$ cat config.mk
export PLATFORM = sky130hd
export DESIGN_NAME = trap_ctrl
export DESIGN_NICKNAME = d
export VERILOG_FILES = /design/src/rtl/trap_ctrl.sv
export SDC_FILE = /design/constraint.sdc
export NUM_CORES = 1
export LEC_CHECK = 0
export ABC_AREA = 1
export CORE_AREA = 2 2 185 187
export CTS_BUF_LIST = sky130_fd_sc_hd__clkbuf_8 sky130_fd_sc_hd__clkbuf_16
export DETAILED_ROUTE_END_ITERATION = 12
export DIE_AREA = 0 0 187 189
export PLACE_DENSITY_LB_ADDON = 0.25
export SYNTH_ARGS = -nofsm -noshare
export SYNTH_HDL_FRONTEND = slang
export SYNTH_SLANG_ARGS = --single-unit
export TNS_END_PERCENT = 50
$ cat constraint.sdc
create_clock -name clock -period 1.8 [get_ports clock]
set_clock_uncertainty 0.1 [all_clocks]
set_input_delay 0.45 -clock clock [delete_from_list [all_inputs] [get_ports clock]]
set_output_delay 0.45 -clock clock [all_outputs]
set_load 0.01 [all_outputs]
$ cat src/rtl/trap_ctrl.sv
// Trap entry/exit sequencer: flushes the pipe, waits for memory to drain, writes the
// trap CSRs one per cycle, then redirects fetch. Define TRAP_MTVAL_WRITE_EN to include the mtval write.
module trap_ctrl (
  input  logic        clock,
  input  logic        reset,
  input  logic        trap_req,
  input  logic        mret_req,
  input  logic [63:0] cause_in,
  input  logic [63:0] epc_in,
  input  logic [63:0] tval_in,
  input  logic [63:0] mstatus_in,
  input  logic [63:0] target_pc_in,
  input  logic        mem_busy,
  output logic        pipe_stall,
  output logic        pipe_flush,
  output logic        csr_wr_en,
  output logic [11:0] csr_wr_addr,
  output logic [63:0] csr_wr_data,
  output logic        redir_valid,
  output logic [63:0] redir_pc,
  input  logic        redir_ready,
  output logic        busy
);

  typedef enum logic [2:0] {
    IDLE, DRAIN, W_MEPC, W_MCAUSE, W_MTVAL, W_MSTATUS, REDIR
  } state_e;

  typedef enum logic {K_TRAP, K_MRET} kind_e;

  localparam logic [11:0] A_MEPC    = 12'h341;
  localparam logic [11:0] A_MCAUSE  = 12'h342;
  localparam logic [11:0] A_MTVAL   = 12'h343;
  localparam logic [11:0] A_MSTATUS = 12'h300;

  state_e      state_q;
  kind_e       kind_q;
  logic        rst_q;
  logic [63:0] cause_q, epc_q, mstatus_q, target_q;
  logic        accept;

`ifdef TRAP_MTVAL_WRITE_EN
  logic [63:0] tval_q;
`else
  logic        unused_tval;
  assign unused_tval = ^tval_in;
`endif

  // rst_q blocks acceptance on the cycle after reset so every output stays quiet there.
  assign accept = !reset && !rst_q && (state_q == IDLE) && (trap_req || mret_req);

  always_ff @(posedge clock) begin
    if (reset) begin
      state_q   <= IDLE;
      kind_q    <= K_TRAP;
      rst_q     <= 1'b1;
      cause_q   <= '0;
      epc_q     <= '0;
      mstatus_q <= '0;
      target_q  <= '0;
`ifdef TRAP_MTVAL_WRITE_EN
      tval_q    <= '0;
`endif
    end else begin
      rst_q <= 1'b0;
      case (state_q)
        IDLE: if (accept) begin
          kind_q    <= trap_req ? K_TRAP : K_MRET;
          mstatus_q <= mstatus_in;
          target_q  <= target_pc_in;
          if (trap_req) begin
            cause_q <= cause_in;
            epc_q   <= epc_in;
`ifdef TRAP_MTVAL_WRITE_EN
            tval_q  <= tval_in;
`endif
          end
          state_q <= DRAIN;
        end
        DRAIN:     if (!mem_busy) state_q <= (kind_q == K_TRAP) ? W_MEPC : W_MSTATUS;
        W_MEPC:    state_q <= W_MCAUSE;
`ifdef TRAP_MTVAL_WRITE_EN
        W_MCAUSE:  state_q <= W_MTVAL;
`else
        W_MCAUSE:  state_q <= W_MSTATUS;
`endif
        W_MTVAL:   state_q <= W_MSTATUS;
        W_MSTATUS: state_q <= REDIR;
        REDIR:     if (redir_ready) state_q <= IDLE;
        default:   state_q <= IDLE;
      endcase
    end
  end

  always_comb begin
    pipe_stall  = 1'b0;
    pipe_flush  = 1'b0;
    csr_wr_en   = 1'b0;
    csr_wr_addr = '0;
    csr_wr_data = '0;
    redir_valid = 1'b0;
    redir_pc    = '0;
    busy        = 1'b0;
    if (!reset) begin
      busy       = (state_q != IDLE);
      pipe_flush = accept;
      pipe_stall = busy || accept;
      case (state_q)
        W_MEPC:    begin csr_wr_en = 1'b1; csr_wr_addr = A_MEPC;    csr_wr_data = epc_q;     end
        W_MCAUSE:  begin csr_wr_en = 1'b1; csr_wr_addr = A_MCAUSE;  csr_wr_data = cause_q;   end
`ifdef TRAP_MTVAL_WRITE_EN
        W_MTVAL:   begin csr_wr_en = 1'b1; csr_wr_addr = A_MTVAL;   csr_wr_data = tval_q;    end
`endif
        W_MSTATUS: begin csr_wr_en = 1'b1; csr_wr_addr = A_MSTATUS; csr_wr_data = mstatus_q; end
        REDIR:     begin redir_valid = 1'b1; redir_pc = target_q; end
        default:   ;
      endcase
    end
  end

endmodule
==> run_results.csv, run 1 <==
group,metric,value,unit
global_routing,grt.total_usage,22.6,%
final_layout,fin_area,18200,um^2
timing,drv_slew,0,
logic_synthesis,yosysWarningCount,0,
clock_tree,cts-root-buf,"clkbuf_16",
place,place_congestion,0.824,
critical_path,cp_cell_sequence,"inv_4, nand2_4, nor2_4, buf_12, buf_12, buf_12, clkbuf_16, nand2_2, nand3_2, nand2_1, inv_1, buf_2",
critical_path,max_stage_delay,0.37,ns
clock_tree,clk_latency,0.55,ns
min_path,min_path_type,"in -> reg",
final_layout,nets,2500,
place,place_area,16200,um^2
logic_synthesis,synth_area_leaders,"dfxtp_1, nor2_1, o21ai_0",
final_layout,final_util,54.6,%
detailed_routing,firstDrtPassIters,5,
logic_synthesis,yosysSeqAreaShare,45.8,%
logic_synthesis,avgSynthCellArea,6.61,um^2
clock_tree,path_clk_slew,0.06,ns
timing,setup_violations,223,
clock_tree,cts_inserted_buffers,30,
logic_synthesis,ys_types,27,
logic_synthesis,synth.cell_area,11400,um^2
clock_tree,cts_tree,"done",
critical_path,arrival,2.03,ns
die,die_h,189,um
global_routing,antenna_found_initial,1,
global_routing,grt_max_degree,73,
power_and_ir_drop,total_power,18.4,mW
critical_path,cp_slowest_cell,"dfxtp_4",
critical_path,critPathTopFamily,"buffers and inverters",
global_routing,grt_first_pass_wirelength,64800,um
detailed_routing,vias,12500,
detailed_routing,detail-route-antenna-nets,0,
clock_tree,cts.htree.levels,1,
critical_path,critPathBufInv,7,
timing,max_freq,388,MHz
job,maxCapViolations,0,
critical_path,timing.critical_path.required,1.25,ns
die,io_pins,471,
detailed_routing,drt-initial-drc-count,762,
timing,finalHoldViolCount,0,
status,violations,"negative setup slack",
place,place_inst,2535,
timing,post-route-period-util,143,%
timing,whs,0.341,ns
final_layout,drive_above_1_share,21.1,%
timing,rsz0062_at_grt,"yes",
critical_path,cp-start-kind,"register",
logic_synthesis,yosys.area.top_type,"dfxtp_1",
logic_synthesis,yosys.area.top_type_share,45.8,%
critical_path,path_common_cell,"buf_12",
detailed_routing,routed_wl,43100,um
clock_tree,cts_max_path_buffers,3,
clock_tree,cts.sinks,261,
logic_synthesis,ys_ff_latch,261,
global_routing,grt_pass1_vias,12000,
power_and_ir_drop,power_leakage,8.57,nW
power_and_ir_drop,irDropWorstVdd,0.752,mV
critical_path,cp-end-kind,"primary output",
die,fp.coreArea,33300,um^2
timing,setup_ws,-0.780,ns
timing,min_period,2.58,ns
global_routing,gr-total-overflow,0,
detailed_routing,wl_per_cell,16.3,um
place,place_hpwl,28000,um
status,outcome,"finished, violations left",
die,dieArea,35300,um^2
power_and_ir_drop,p_per_area,1010,nW/um^2
detailed_routing,drc,0,
final_layout,fin_cells,2644,
die,row_count,67,
detailed_routing,viasPerCell,4.71,
place,portBuffers,399,
die,start_util,34.3,%
final_layout,area_delta_synth_final,59.2,%
logic_synthesis,synth_cells,1726,
critical_path,crit_fanout,7,
die,die_w,187,um
critical_path,path_class,"reg -> out",
==> state kept, by name, summed over array words and instances (netlist names) <==
name	cells
mstatus_q	64
state_q	3
epc_q	64
target_q	64
kind_q	1
rst_q	1
cause_q	64
==> final timing paths <==
check / slack, ns / from / cells past startpoint / endpoint
max reg2reg: -0.24 / state_q[1] / 10 / epc_q[35]
max: -0.78 / state_q[1] / 12 / csr_wr_data[42]
min reg2reg: 0.38 / cause_q[0] / 2 / cause_q[0]
min: 0.34 / reset / 2 / rst_q
==> cell families (layout without fill, tap and decap cells) <==
logic type | Yosys count | after routing | synth area share (%)
DFF | 261 | 261 | 45.8
other | 1 | 8 | 0.0329
AOI/OAI and AO/OA | 261 | 261 | 11.5
and+or+nand+nor | 937 | 937 | 32.0
buffers and inverters | 266 | 729 | 10.7
==> metal layers <==
metal	up-vias	share of wire, %	global-route usage (%)
met4	0	2.5	6.01
met2	439	48	39.8
met5	-	0	0
met1	5737	42	28.5
li1	6212	-	-
met3	69	7.4	4.10
==> per-stage QoR <==
stage,setup TNS (ns),setup WS (ns)
2_1_floorplan,-1.19,-0.0132
3_3_place_gp,-286.09,-0.883
3_5_place_dp,-297.40,-0.915
4_1_cts,-91.73,-0.830
5_1_grt,-110.54,-0.842
6_report,-91.06,-0.780
==> report_power, final <==
part	total [mW]	internal (mW)	switching, mW
combinational	5.10	2.48	2.62
sequential	6.98	6.54	0.434
clock	6.34	3.90	2.44
==> placed cells by master, fill, tap and decap left out, types with 4 or more instances in the layout <==
cell,instances
inv_2,12
clkinv_2,5
clkbuf_16,42
clkdlybuf4s50_1,260
o21ai_1,46
buf_6,39
nor2_1,569
nand2_4,11
nor2_4,6
buf_8,7
buf_2,106
buf_12,34
nand3_1,32
inv_1,128
nand2_2,47
nor2_2,15
dfxtp_1,258
o21ai_0,211
clkbuf_8,6
nand2_1,215
conb_1,7
buf_4,73
nand3_2,36
bufinv_16,4
==> area by class of cell <==
cell class	instances	area, um^2
clock inverter	16	171
sequential	261	5240
tap	448	561
antenna	1	2.50
fill	3199	15100
inverter	138	543
clock buffer	37	858
multi-input combinational	1205	5460
timing repair buffer	537	5330
timing repair inverter	1	6.26
==> Yosys cell counts <==
cell type,number
nand2_1,271
inv_2,3
nand2_4,1
o21ai_0,213
nor3_1,2
nor2_4,1
clkbuf_1,47
clkinv_2,1
nand2_2,2
nor2_1,586
buf_8,1
a211oi_1,1
buf_4,11
buf_1,5
o21ai_1,45
conb_1,1
nand3_1,68
buf_6,14
clkbuf_2,3
dfxtp_1,261
nor2_8,1
o211ai_1,1
nand4_1,2
inv_1,134
nor2_2,3
buf_2,47
a21oi_1,1
==> what timing repair did <==
action,4_1_cts,5_1_grt
endpoints found under the setup margin,348,216
hold endpoints to repair,0,0
hold buffers,0,0
setup buffers,20,19
pin swaps,6,22
gates resized for setup,612,171
cloned,7,12
Power figures use the tool's default switching activity.
==> run 2: changes to the inputs <==
--- a/config.mk
+++ b/config.mk
@@ -10,7 +10,7 @@
 export CTS_BUF_LIST = sky130_fd_sc_hd__clkbuf_8 sky130_fd_sc_hd__clkbuf_16
 export DETAILED_ROUTE_END_ITERATION = 12
 export DIE_AREA = 0 0 187 189
-export PLACE_DENSITY_LB_ADDON = 0.25
+export PLACE_DENSITY = 0.69
 export SYNTH_ARGS = -nofsm -noshare
 export SYNTH_HDL_FRONTEND = slang
 export SYNTH_SLANG_ARGS = --single-unit
==> run 2 against run 1 <==
Sequential power increased by 1%. Largest cell class unchanged. Non-clock buffer count decreased by 11. Sequential share of layout area decreased by 1.4 points. The flow still finishes with violations (negative setup slack). Critical path type unchanged. Clock power decreased by 6.3%. Highest routed layer is now met5.
==> run_results.csv, run 2 (synthesis gave the netlist of run 1 again) <==
group,metric,value,unit
timing,setup_violations,357,
critical_path,reg2reg_slack,-0.19,ns
power_and_ir_drop,power_leakage,9.37,nW
detailed_routing,drc,0,
power_and_ir_drop,swShare,32.3,%
critical_path,cp-start-kind,"register",
global_routing,grt_pass1_vias,12100,
final_layout,mostFrequentLayoutCells,"nor2_1, clkdlybuf4s50_1, dfxtp_1",
place,place_inst,2507,
global_routing,gr-total-overflow,0,
critical_path,rr_worst_depth,11,
clock_tree,path_clk_slew,0.07,ns
power_and_ir_drop,clkPwrFrac,31.4,%
power_and_ir_drop,comb_power_share,31.4,%
timing,setup_ws,-0.693,ns
critical_path,arrival,1.94,ns
place,portBuffers,399,
power_and_ir_drop,seqPwrFrac,37.3,%
die,io_pins,471,
detailed_routing,detail-route-antenna-nets,0,
die,fp.coreArea,33300,um^2
min_path,hp-start,"target_pc_in[54]",
clock_tree,cts_tree,"done",
critical_path,rr_startpoint,"state_q[0]",
die,dieArea,35300,um^2
critical_path,cp_slowest_cell,"dfxtp_4",
place,place_area,15900,um^2
final_layout,fin_cells,2636,
final_layout,area_delta_synth_final,67.5,%
power_and_ir_drop,irDropWorstVdd,0.685,mV
final_layout,drive_above_1_share,27.1,%
clock_tree,clk_latency,0.54,ns
final_layout,fin_area,19100,um^2
final_layout,final_util,57.5,%
detailed_routing,vias,13100,
timing,post-route-period-util,139,%
global_routing,grt_first_pass_wirelength,65300,um
clock_tree,cts.htree.levels,1,
die,die_w,187,um
timing,rsz0062_at_grt,"yes",
detailed_routing,firstDrtPassIters,5,
global_routing,antenna_found_initial,3,
critical_path,r2r_end,"epc_q[44]",
place,place_hpwl,26400,um
status,violations,"negative setup slack",
min_path,holdPathEnd,"target_q[54]",
power_and_ir_drop,power.internal,12.8,mW
detailed_routing,viasPerCell,4.96,
min_path,whs_path_depth,3,
critical_path,timing.critical_path.required,1.25,ns
die,start_util,34.3,%
final_layout,layout_commonest_cell,"nor2_1",
critical_path,crit_fanout,8,
critical_path,max_stage_delay,0.37,ns
clock_tree,cts.sinks,261,
power_and_ir_drop,power.switching,6.12,mW
critical_path,cp_cell_sequence,"inv_4, nand2_4, nor2_4, buf_12, buf_12, buf_16, nand2_4, nand3_2, nand2_1, inv_1, buf_2",
clock_tree,cts-root-buf,"clkbuf_16",
timing,whs,0.377,ns
status,outcome,"finished, violations left",
critical_path,cp-end-kind,"primary output",
critical_path,path_class,"reg -> out",
clock_tree,cts_inserted_buffers,29,
min_path,min_path_type,"in -> reg",
detailed_routing,routed_wl,49100,um
detailed_routing,wl_per_cell,18.6,um
critical_path,critPathTopFamily,"buffers and inverters",
place,place_congestion,0.845,
job,maxCapViolations,0,
power_and_ir_drop,p_per_area,990,nW/um^2
clock_tree,cts_hold_buf,0,
timing,finalHoldViolCount,0,
global_routing,grt.total_usage,22.8,%
critical_path,critPathBufInv,6,
final_layout,nets,2491,
detailed_routing,drt-initial-drc-count,801,
clock_tree,cts_max_path_buffers,3,
timing,min_period,2.49,ns
die,row_count,67,
die,die_h,189,um
timing,drv_slew,0,
global_routing,grt_max_degree,78,
timing,max_freq,401,MHz
final_layout,n_fill_cell,2996,
-- run 2: metrics by stage --
step / power [mW] / TNS (ns) / worst slack [ns]
2_1_floorplan: 9.06 / -1.19 / -0.0132
3_3_place_gp: 10.8 / -277.86 / -0.967
3_5_place_dp: 10.8 / -284.67 / -0.968
4_1_cts: 17.9 / -87.39 / -0.675
5_1_grt: 19.7 / -133.06 / -0.769
6_report: 18.9 / -100.0 / -0.693
-- run 2: final cells by class --
cell class                      count  area (um^2)  area share (%)
Multi-Input combinational cell   1208         6170            32.3
Tap cell                          448          561            2.93
Clock buffer                       36          822            4.30
Timing Repair inverter              1         16.3          0.0851
Timing Repair Buffer              526         5620            29.4
Sequential cell                   261         5240            27.4
Clock inverter                     16          129           0.674
Inverter                          138          567            2.96
Antenna cell                        2         5.00          0.0262
-- run 2: how the worst max path moves through the flow --
stage	endpoint	cells past startpoint	start	slack, ns
after global routing	redir_pc[56]	7	state_q[2]	-0.77
after CTS	csr_wr_data[31]	10	state_q[0]	-0.67
after global placement	redir_pc[38]	6	reset	-0.97
after detailed placement	redir_pc[38]	6	reset	-0.97
final	csr_wr_data[12]	11	state_q[1]	-0.69
after floorplan	redir_pc[54]	6	reset	-0.01
-- run 2: routing by layer --
layer | up-vias | GRT usage, % | wire length (um)
met5 | - | 0 | 12
met4 | 2 | 7.05 | 1870
met3 | 124 | 5.19 | 4190
met2 | 638 | 39.9 | 23200
met1 | 6097 | 27.9 | 19900
li1 | 6203 | - | -
-- run 2: worst register-to-register path: cells and delay by family (launching register included) --
family / cells / cell delay (ns)
DFF: 1 / 0.38
AOI/OAI and AO/OA: 1 / 0.15
and+or+nand+nor: 5 / 0.51
buffers and inverters: 5 / 0.74
-- run 2: what timing repair did --
item                                    in CTS  in global routing
endpoints found under the setup margin     334                352
resized for setup                          722                307
buffers inserted                            23                 13
cloned                                      16                 33
pin swaps                                   48                 53
-- run 2: power by group through the flow --
stage | Clock (mW) | Sequential [mW] | Combinational, mW
finish | 5.94 | 7.05 | 5.94
global route | 6.27 | 7.13 | 6.33
CTS | 6.03 | 6.97 | 4.91
detailed placement | 0 | 7.02 | 3.83
global placement | 0 | 6.99 | 3.79
floorplan | 0 | 6.91 | 2.16
==> run 3: changes to the inputs <==
--- a/config.mk
+++ b/config.mk
@@ -11,6 +11,7 @@
 export DETAILED_ROUTE_END_ITERATION = 12
 export DIE_AREA = 0 0 187 189
 export PLACE_DENSITY = 0.69
+export RECOVER_POWER = 50
 export SYNTH_ARGS = -nofsm -noshare
 export SYNTH_HDL_FRONTEND = slang
 export SYNTH_SLANG_ARGS = --single-unit
==> run 3 against run 2 <==
The flow still finishes with violations (negative setup slack). Clock power hardly changed. Worst hold slack hardly changed. Largest cell class unchanged. Non-clock buffer count stayed put. Power hardly changed.
==> run_results.csv, run 3 (synthesis gave the netlist of run 1 again) <==
group,metric,value,unit
global_routing,grt_first_pass_wirelength,65300,um
die,row_count,67,
critical_path,crit_fanout,8,
power_and_ir_drop,p_per_area,990,nW/um^2
critical_path,cp_cell_sequence,"inv_4, nand2_4, nor2_4, buf_12, buf_12, buf_16, nand2_4, nand3_2, nand2_1, inv_1, buf_2",
clock_tree,cts.htree.levels,1,
detailed_routing,vias,13100,
power_and_ir_drop,irDropWorstVdd,0.685,mV
critical_path,cp-start-kind,"register",
die,start_util,34.3,%
final_layout,multi_input_area,6170,um^2
final_layout,fin_cells,2636,
die,fp.coreArea,33300,um^2
final_layout,n_fill_cell,2996,
place,place_hpwl,26400,um
critical_path,cp_slowest_cell,"dfxtp_4",
status,outcome,"finished, violations left",
detailed_routing,wl_per_cell,18.6,um
detailed_routing,firstDrtPassIters,5,
detailed_routing,drt-initial-drc-count,801,
timing,drv_slew,0,
job,maxCapViolations,0,
critical_path,critPathTopFamily,"buffers and inverters",
die,dieArea,35300,um^2
clock_tree,cts_tree,"done",
timing,setup_violations,356,
detailed_routing,viasPerCell,4.96,
final_layout,layout_commonest_cell,"nor2_1",
global_routing,gr-total-overflow,0,
die,io_pins,471,
detailed_routing,detail-route-antenna-nets,0,
critical_path,timing.critical_path.required,1.25,ns
critical_path,path_class,"reg -> out",
final_layout,drive_above_1_share,27.0,%
global_routing,grt_max_degree,78,
timing,post-route-period-util,138,%
min_path,min_path_type,"in -> reg",
clock_tree,cts.sinks,261,
final_layout,nets,2491,
global_routing,grt.total_usage,22.8,%
timing,rsz0062_at_grt,"yes",
detailed_routing,routed_wl,49100,um
clock_tree,cts-root-buf,"clkbuf_16",
place,place_congestion,0.845,
timing,min_period,2.49,ns
global_routing,antenna_found_initial,3,
power_and_ir_drop,power_leakage,9.37,nW
status,violations,"negative setup slack",
global_routing,grt_pass1_vias,12100,
final_layout,area_delta_synth_final,67.5,%
place,portBuffers,399,
die,die_h,189,um
clock_tree,cts_max_path_buffers,3,
detailed_routing,drc,0,
final_layout,regArea,5240,um^2
critical_path,cp-end-kind,"primary output",
clock_tree,clk_latency,0.54,ns
timing,max_freq,401,MHz
place,place_inst,2507,
final_layout,mostFrequentLayoutCells,"nor2_1, clkdlybuf4s50_1, dfxtp_1",
critical_path,critPathBufInv,6,
clock_tree,cts_inserted_buffers,29,
power_and_ir_drop,total_power,18.9,mW
clock_tree,path_clk_slew,0.07,ns
die,die_w,187,um
timing,whs,0.377,ns
critical_path,max_stage_delay,0.37,ns
critical_path,arrival,1.94,ns
timing,finalHoldViolCount,0,
timing,setup_ws,-0.692,ns
==> run 3: cell types whose count changed in the layout (fill, tap and decap cells not counted) <==
cell	delta
buf_4	-1
clkbuf_1	+1
==> run 3: report_power, final <==
part	switching (mW)	internal [mW]	total [mW]
combinational	3.17	2.77	5.94
sequential	0.508	6.54	7.05
clock	2.45	3.49	5.93
==> run 3: cell type report <==
class | count | area share [%]
Timing Repair inverter | 1 | 0.0851
Timing Repair Buffer | 526 | 29.4
Multi-Input combinational cell | 1208 | 32.3
Inverter | 138 | 2.96
Antenna cell | 2 | 0.0262
Clock buffer | 36 | 4.30
Sequential cell | 261 | 27.4
Clock inverter | 16 | 0.674
Tap cell | 448 | 2.93
==> run 3: worst register-to-register path, stage by stage, from the launching register on <==
cell and delay, ns:
dfxtp_4 0.38, nor2_4 0.14, buf_4 0.14, nand2_4 0.05, nor2_8 0.12, buf_6 0.12
buf_12 0.16, nand2_8 0.14, buf_6 0.17, buf_12 0.15, o21ai_1 0.15, nor2_1 0.06
==> run 3: metal layers <==
metal	vias up	part of all wire, %	global-route usage (%)
li1	6201	-	-
met5	-	0.024	0
met4	2	3.8	7.05
met3	126	8.5	5.19
met1	6106	40	27.9
met2	630	47	39.9
==> run 3: repair_timing <==
action / CTS / global route
endpoints found under the setup margin: 334 / 352
gates resized for setup: 722 / 307
gates cloned: 16 / 33
pin swaps: 48 / 53
buffers inserted: 23 / 13
hold buffers: 0 / 0
==> run 3: metrics by stage <==
stage | cell area, um^2 | setup WS, ns | utilization [%] | TNS [ns]
3_5_place_dp | 15900 | -0.968 | 47.9 | -284.67
5_1_grt | 19100 | -0.769 | 57.4 | -133.23
3_3_place_gp | 15900 | -0.967 | 47.9 | -277.86
2_1_floorplan | 11400 | -0.0132 | - | -1.19
6_report | 19100 | -0.692 | 57.4 | -99.95
4_1_cts | 17600 | -0.675 | 53.0 | -87.39
==> run 3: final timing paths <==
kind,endpoint,startpoint,depth (start not counted),slack [ns]
worst min-delay path,target_q[54],target_pc_in[54],3,0.38
worst min register to register,epc_q[61],epc_q[61],2,0.38
worst max-delay path,csr_wr_data[12],state_q[1],11,-0.69
worst max register to register,epc_q[44],state_q[0],11,-0.19
